File: config.mk
export PLATFORM = sky130hd
export DESIGN_NAME = bbox_msg_scheduler
export DESIGN_NICKNAME = d
export VERILOG_FILES = /design/src/rtl/bbox_msg_scheduler.sv
export SDC_FILE = /design/constraint.sdc
export NUM_CORES = 1
export LEC_CHECK = 0
export CAP_MARGIN = 10
export CORE_MARGIN = 1.5
export CORE_UTILIZATION = 53
export CTS_CLUSTER_SIZE = 24
export DETAILED_ROUTE_END_ITERATION = 16
export PLACE_DENSITY = 0.83
export SLEW_MARGIN = 20
export SYNTH_ARGS = -nofsm -noshare
export SYNTH_HDL_FRONTEND = slang
export SYNTH_SLANG_ARGS = --single-unit
File: constraint.sdc
create_clock -name clk -period 12.3 [get_ports clk]
set_input_delay 1.845 -clock clk [delete_from_list [all_inputs] [get_ports clk]]
set_output_delay 1.845 -clock clk [all_outputs]
set_load 0.01 [all_outputs]
File: src/rtl/bbox_msg_scheduler.sv
// Bounding-box report sequencer: at each report frame, bursts ID/TL/BR words per selected colour
// into the CPU message FIFO, or drops the whole frame when the burst would not fit.
module bbox_msg_scheduler #(
    parameter int MSG_INTERVAL = 6,
    parameter int FIFO_DEPTH   = 256,
    parameter int USEDW_W      = 8
) (
    input  logic               clk,
    input  logic               reset,
    input  logic               frame_done,
    input  logic [4:0]         bb_valid,
    input  logic [219:0]       bb_coords,
    input  logic [4:0]         col_enable,
    input  logic [USEDW_W-1:0] fifo_usedw,
    output logic               fifo_wrreq,
    output logic [31:0]        fifo_data,
    output logic               busy,
    output logic [15:0]        drop_count
);

    // state | meaning
    // IDLE  | waiting for a report frame
    // SCAN  | test colour idx for a selected box
    // ID    | write colour ID word
    // TL    | write top-left word
    // BR    | write bottom-right word, then next colour or IDLE
    localparam logic [2:0] S_IDLE = 3'd0;
    localparam logic [2:0] S_SCAN = 3'd1;
    localparam logic [2:0] S_ID   = 3'd2;
    localparam logic [2:0] S_TL   = 3'd3;
    localparam logic [2:0] S_BR   = 3'd4;

    localparam int FC_W  = $clog2(MSG_INTERVAL) + 1;
    localparam int CMP_W = USEDW_W + 1;
    localparam logic [FC_W-1:0]  FC_RELOAD = FC_W'(MSG_INTERVAL - 1);
    localparam logic [CMP_W-1:0] SPACE_MAX = CMP_W'(FIFO_DEPTH - 1);

    logic [2:0]      state_q, state_d;
    logic [2:0]      idx_q, idx_d;
    logic [FC_W-1:0] frame_cnt_q, frame_cnt_d;
    logic [15:0]     drop_count_q, drop_count_d;
    logic [4:0]      sel_q, sel_d;
    logic [219:0]    coords_q, coords_d;

    logic            report;
    logic [4:0]      sel_now;
    logic [2:0]      pop;
    logic [3:0]      need;
    logic            space_ok;
    logic            drop_evt;
    logic [43:0]     box;
    logic [23:0]     id_word;

    always_comb begin
        sel_now = bb_valid & col_enable;
        pop = 3'd0;
        for (int i = 0; i < 5; i++) begin
            pop = pop + {2'b00, sel_now[i]};
        end
        need     = {1'b0, pop} + {pop, 1'b0};
        // widened compare so a near-full FIFO never wraps the free-space test
        space_ok = {1'b0, fifo_usedw} <= (SPACE_MAX - CMP_W'(need));
        report   = frame_done && (frame_cnt_q == '0);
        drop_evt = report && ((state_q != S_IDLE) || ((need != 4'd0) && !space_ok));
    end

    always_comb begin
        state_d      = state_q;
        idx_d        = idx_q;
        frame_cnt_d  = frame_cnt_q;
        drop_count_d = drop_count_q;
        sel_d        = sel_q;
        coords_d     = coords_q;

        if (frame_done) begin
            frame_cnt_d = (frame_cnt_q == '0) ? FC_RELOAD : frame_cnt_q - 1'b1;
        end
        if (drop_evt && (drop_count_q != 16'hFFFF)) begin
            drop_count_d = drop_count_q + 16'd1;
        end

        case (state_q)
            S_IDLE: begin
                if (report && (need != 4'd0) && space_ok) begin
                    sel_d    = sel_now;
                    coords_d = bb_coords;
                    idx_d    = 3'd0;
                    state_d  = S_SCAN;
                end
            end
            S_SCAN: begin
                if (sel_q[idx_q]) begin
                    state_d = S_ID;
                end else if (idx_q == 3'd4) begin
                    state_d = S_IDLE;
                end else begin
                    idx_d = idx_q + 3'd1;
                end
            end
            S_ID: state_d = S_TL;
            S_TL: state_d = S_BR;
            S_BR: begin
                if (idx_q == 3'd4) begin
                    state_d = S_IDLE;
                end else begin
                    idx_d   = idx_q + 3'd1;
                    state_d = S_SCAN;
                end
            end
            default: state_d = S_IDLE;
        endcase
    end

    always_ff @(posedge clk) begin
        if (reset) begin
            state_q      <= S_IDLE;
            idx_q        <= 3'd0;
            frame_cnt_q  <= '0;
            drop_count_q <= 16'd0;
            sel_q        <= 5'd0;
            coords_q     <= '0;
        end else begin
            state_q      <= state_d;
            idx_q        <= idx_d;
            frame_cnt_q  <= frame_cnt_d;
            drop_count_q <= drop_count_d;
            sel_q        <= sel_d;
            coords_q     <= coords_d;
        end
    end

    always_comb begin
        case (idx_q)
            3'd1:    begin box = coords_q[87:44];   id_word = 24'h594242; end
            3'd2:    begin box = coords_q[131:88];  id_word = 24'h474242; end
            3'd3:    begin box = coords_q[175:132]; id_word = 24'h424242; end
            3'd4:    begin box = coords_q[219:176]; id_word = 24'h504242; end
            default: begin box = coords_q[43:0];    id_word = 24'h524242; end
        endcase
    end

    always_comb begin
        fifo_wrreq = 1'b0;
        fifo_data  = 32'd0;
        case (state_q)
            S_ID: begin
                fifo_wrreq = 1'b1;
                fifo_data  = {8'h00, id_word};
            end
            S_TL: begin
                fifo_wrreq = 1'b1;
                fifo_data  = {5'b0, box[43:33], 5'b0, box[32:22]};
            end
            S_BR: begin
                fifo_wrreq = 1'b1;
                fifo_data  = {5'b0, box[21:11], 5'b0, box[10:0]};
            end
            default: ;
        endcase
    end

    assign busy       = (state_q != S_IDLE);
    assign drop_count = drop_count_q;

endmodule

After elaboration in Yosys (flattened, before gate mapping)
Index checks and enable logic that the tools add are counted.

word-level totals
  register bits = 251

operators by class
  add/sub/neg operators = 9
  order comparisons = 2
  equality and inequality tests = 12
  multiplexer cells = 16
  bitwise operators = 1
  reduce and logical (&&, ||, !) cells = 17

operators by type and width
  kind                                                                    count
  44-bit case mux with 4 select lines                                     1
  21-bit case mux with 4 select lines                                     1
  27-bit case mux with 3 select lines                                     1
  3-bit 2-to-1 mux                                                        6
  16-bit by 1-bit adder with 16-bit output (second input constant)        1
  16-bit inequality test (second input constant)                          1
  3-bit case mux with 5 select lines                                      1
  3-bit by 2-bit equality test with 1-bit output (second input constant)  4
  8-bit by 9-bit less-or-equal comparator with 1-bit output               1
  3-bit case mux with 3 select lines                                      1
  8-bit by 4-bit subtractor with 9-bit output (first input constant)      1
  3-bit by 1-bit adder with 3-bit output                                  2
  3-bit by 1-bit equality test with 1-bit output (second input constant)  2
  3-bit equality test (second input constant)                             2
  1-bit logical AND                                                       6
  3-bit nonzero test                                                      2
  5-bit bitwise AND                                                       1
  3-bit by 4-bit adder with 4-bit output                                  1
  4-bit logical NOT                                                       1
  3-bit by 4-bit < comparator with 1-bit output (second input constant)   1
  4-bit 2-to-1 mux                                                        1
  2-bit inequality test (second input constant)                           2
  2-bit AND reduction                                                     2
  4-bit nonzero test                                                      1
  other kinds (12)                                                        14

Depth between registers and ports, before layout
  word-level depth = 13
  mapped depth = 15
  depth with buffers taken out = 12

Worst setup path before layout
No wires, ideal clock.

  path kind = input port to flip-flop
  start point = input port bb_valid[1]
  end point = register coords_q[100]
  setup time = 0.132 ns
  arrival = 5.102 ns
  data required time = 12.168 ns
  slack = 7.066 ns
  cell stages on the path = 15
  path buffers = 3
  path through = nand2_1 fa_1 inv_1 fa_1 fa_1 ha_1 nor2b_1 o211ai_1 a21oi_1 or3_1 buf_2 buf_2 buf_2 nand2_1 a21oi_1

on the way
  cells in the longest elaborated chain, start to end = 10
  elaborated cells between the ends (all ways) = 12
  those cells by class = add/sub (6); order compare (1); bitwise (1); reduce/logical (4)

ends and longest elaborated chain
  item                                                                                            line    text
  start: declaration                                                                              11      input logic [4:0] bb_valid,
  5-bit bitwise AND (*)                                                                           55      sel_now = bb_valid & col_enable;
  1-bit by 1-bit adder with 2-bit output (*)                                                      58      pop = pop + {2'b00, sel_now[i]};
  2-bit by 1-bit adder with 3-bit output (*)                                                      58
  3-bit by 1-bit adder with 3-bit output (*) (2 in a row)                                         58
  3-bit by 4-bit adder with 4-bit output (*)                                                      60      need = {1'b0, pop} + {pop, 1'b0};
  8-bit by 4-bit subtractor with 9-bit output or 4-bit nonzero test (tied branches)               62, 84
  8-bit by 9-bit less-or-equal comparator with 1-bit output or 1-bit logical AND (tied branches)  62, 84
  1-bit logical AND (*)                                                                           84      if (report && (need != 4'd0) && space_ok) begin
  2-bit AND reduction (no line) (*)                                                               -
  end signal: assignment                                                                          128     coords_q <= coords_d;
  end: declaration                                                                                43      logic [219:0] coords_q, coords_d;

Mark *: on every way between the ends. The rest lies on a longest branch, timed or not.
A chain may end at the register's enable or synchronous reset.

Final worst setup path
  start point = input port bb_valid[1]
  end point = register coords_q[165]

Same word-level chain as after synthesis.

==> results.yml <==
flow_run:
  maxCapViolCount: 0
clocking:
  clkTransAtPathRegs_ns: 0.06
  h-tree-depth: 1
  post_cts_resized: 0
  cts_root_buf: "clkbuf_16"
  numCtsBuffers: 27
  post_cts.repair.setup_buffers: 0
  cts.hold.buffers_added: 0
  clk_latency_ns: 0.54
  cts_tree: "yes"
  clk_path_buf_depth: 3
  cts.sinks: 251
critical_path:
  crit_type: "in2reg"
  crit_top_cell: "fa_1"
  slowest_stage: "buf_4"
  cp.arrival_ns: 6.61
  critical_path.max_stage_delay_ns: 0.80
  startpoint_type: "primary input"
  critPathMaxFanout: 96
  path_cells: "clkdlybuf4s50_1, nand2_1, fa_1, inv_1, fa_1, inv_1, fa_1, ha_1, a41o_1, a21oi_1, or3_4, buf_4, nand2_1, a21oi_1"
  required_ns: 12.74
  endpoint_kind: "flop"
synthesis:
  async_reset_ff_frac: 0
  syn_area_sq_um: 10850
  yosysWarnings: 0
  syn_area_per_cell_sq_um: 7.642
  synth_edf_count: 0
  synth-seq-area-share: 0.4630
  yosysUniqueCellTypes: 51
  synthFlopType: "dfxtp_1"
  synth-seq-cells: 251
  synthCells: 1420
route:
  routed_wirelength_um: 34800
  ant_nets: 0
  drt-initial-drc-count: 989
  drc_errors: 0
  drtPass1Iterations: 5
  num_vias: 11030
  wl_per_cell_um: 18.15
  vias_per_cell: 5.752
timing:
  fmax_ghz: 0.1620
  fin_tns_setup_ns: 0
  setup_viol: 0
  relSlewSlack: 0.2751
  hold_violations: 0
  min_period_ns: 6.174
  whs_ns: 0.4532
  tightest_slew_ns: 1.087
  finalCritPeriodShare: 0.5019
  rsz0062_at_grt: "no"
  drv_slew: 0
  fin_skew_ns: 0.01024
global_routing:
  grtUsageTotal: 0.3164
  grt_pass1_vias: 10480
  grt_max_degree: 138
  grt-ovfl-total: 0
  grt_pass1_wl_um: 54360
  antenna_found_initial: 0
cells_and_area:
  final_common_cell: "nand2_1"
  mostFrequentLayoutCells: "480 x nand2_1, 280 x clkdlybuf4s50_1, 256 x a21oi_1, 251 x dfxtp_1, 52 x a22oi_1"
  diodes: 0
  fin_area_sq_um: 14570
  finalNetCount: 1884
  layout-drive-gt1-share: 0.04432
  area_growth_pct: 34.30
outcome:
  status: "finished clean"
power:
  powerDensity_nw_per_um2: 152.1
  ir_drop_uv: 103.8
  cellLeakagePower_nw: 5.095
die:
  die_w_um: 146.1
  io_pins: 291
  rows: 52
  initial_core_util: 0.5380
  die_height_um: 146.1
  coreArea_sq_um: 20170
  die-area_sq_um: 21340
min_path:
  min_path_type: "reg2reg"
place:
  dpl.hpwl_um: 23350
  routabilityCongestion: 0.9137
  placed_cell_area_sq_um: 13620
  port-buffer-count: 281
-- power breakdown --
group / total [W] / internal [W] / switching (W)
combinational: 0.000439 / 0.000176 / 0.000263
sequential: 0.000935 / 0.000891 / 0.0000437
clock: 0.000842 / 0.000510 / 0.000332
total: 0.00222 / 0.00158 / 0.000639
-- area by class of cell --
| class | count | area, sq um |
|---|---|---|
| Fill cell | 1606 | 5595 |
| Sequential cell | 251 | 5025 |
| Clock buffer | 39 | 830.8 |
| Inverter | 15 | 56.30 |
| Tap cell | 270 | 337.8 |
| Clock inverter | 10 | 112.6 |
| Timing Repair Buffer | 294 | 2922 |
| Multi-Input combinational cell | 1038 | 5290 |
-- cell families after synthesis --
logic type	Yosys count	synth area share
AOI/OAI and AO/OA	442	0.2425
xor gates and xnor gates	14	0.01130
adders and majority gates	16	0.02122
buffers and inverters	139	0.05534
DFF	251	0.4630
muxes	3	0.002767
other	1	0.0003456
and+or+nand+nor	554	0.2035
-- sequential cells by signal, summed over array words and instances (netlist names) --
register     cells
sel_q            5
coords_q       220
drop_count      16
idx_q            3
state_q          3
frame_cnt_q      4
-- final timing paths --
path | from | end | slack [ns] | depth (start not counted)
min | coords_q[43] | coords_q[43] | 0.45 | 2
max | bb_valid[1] | coords_q[165] | 6.13 | 14
min reg2reg | coords_q[43] | coords_q[43] | 0.45 | 2
max reg2reg | state_q[0] | coords_q[75] | 9.14 | 7
-- worst max-delay path: cells and delay by family --
kind | cells | cell delay, ns
and+or+nand+nor | 3 | 0.71
adders and majority gates | 4 | 1.85
AOI/OAI and AO/OA | 3 | 0.69
buffers and inverters | 4 | 1.44
-- metrics by stage --
stage	setup slack, ns	cells	total power (W)	utilization
global route	5.798	1917	0.002308	0.7226
global placement	5.474	1868	0.001371	0.6754
CTS	5.926	1917	0.002217	0.7222
finish	6.127	1917	0.002216	0.7226
floorplan	7.066	1428	0.001210	-
detailed placement	5.399	1868	0.001382	0.6754
-- synthesized netlist by cell type, drive strengths merged (3+ instances only) --
cell type / n / area share
nand3: 8 / 0.0037
or2: 3 / 0.0017
a221oi: 28 / 0.023
o21ai: 42 / 0.019
a31oi: 5 / 0.0029
o31ai: 5 / 0.0035
o2111ai: 7 / 0.0056
fa: 4 / 0.0074
dfxtp: 251 / 0.46
nor3b: 3 / 0.0025
nand4: 3 / 0.0017
nor2b: 4 / 0.0023
nor3: 9 / 0.0052
o22ai: 14 / 0.0081
a221o: 13 / 0.012
buf: 46 / 0.023
o211ai: 6 / 0.0042
ha: 12 / 0.014
inv: 15 / 0.0052
a21oi: 257 / 0.12
xnor2: 3 / 0.0024
nor2: 25 / 0.0086
and3: 9 / 0.0052
a211oi: 4 / 0.0028
nand2: 480 / 0.17
xor2: 11 / 0.0089
a22oi: 52 / 0.036
and2: 3 / 0.0017
mux2i: 3 / 0.0028
clkbuf: 78 / 0.027
-- metal layers --
layer / global-route usage / up-vias / wire [um]
met2: 0.5155 / 520 / 16290
met4: 0.1359 / 0 / 1452
met1: 0.4136 / 5146 / 13900
li1: - / 5268 / -
met5: 0 / - / 0
met3: 0.05750 / 92 / 3154
(Power assumes the default switching activity.)
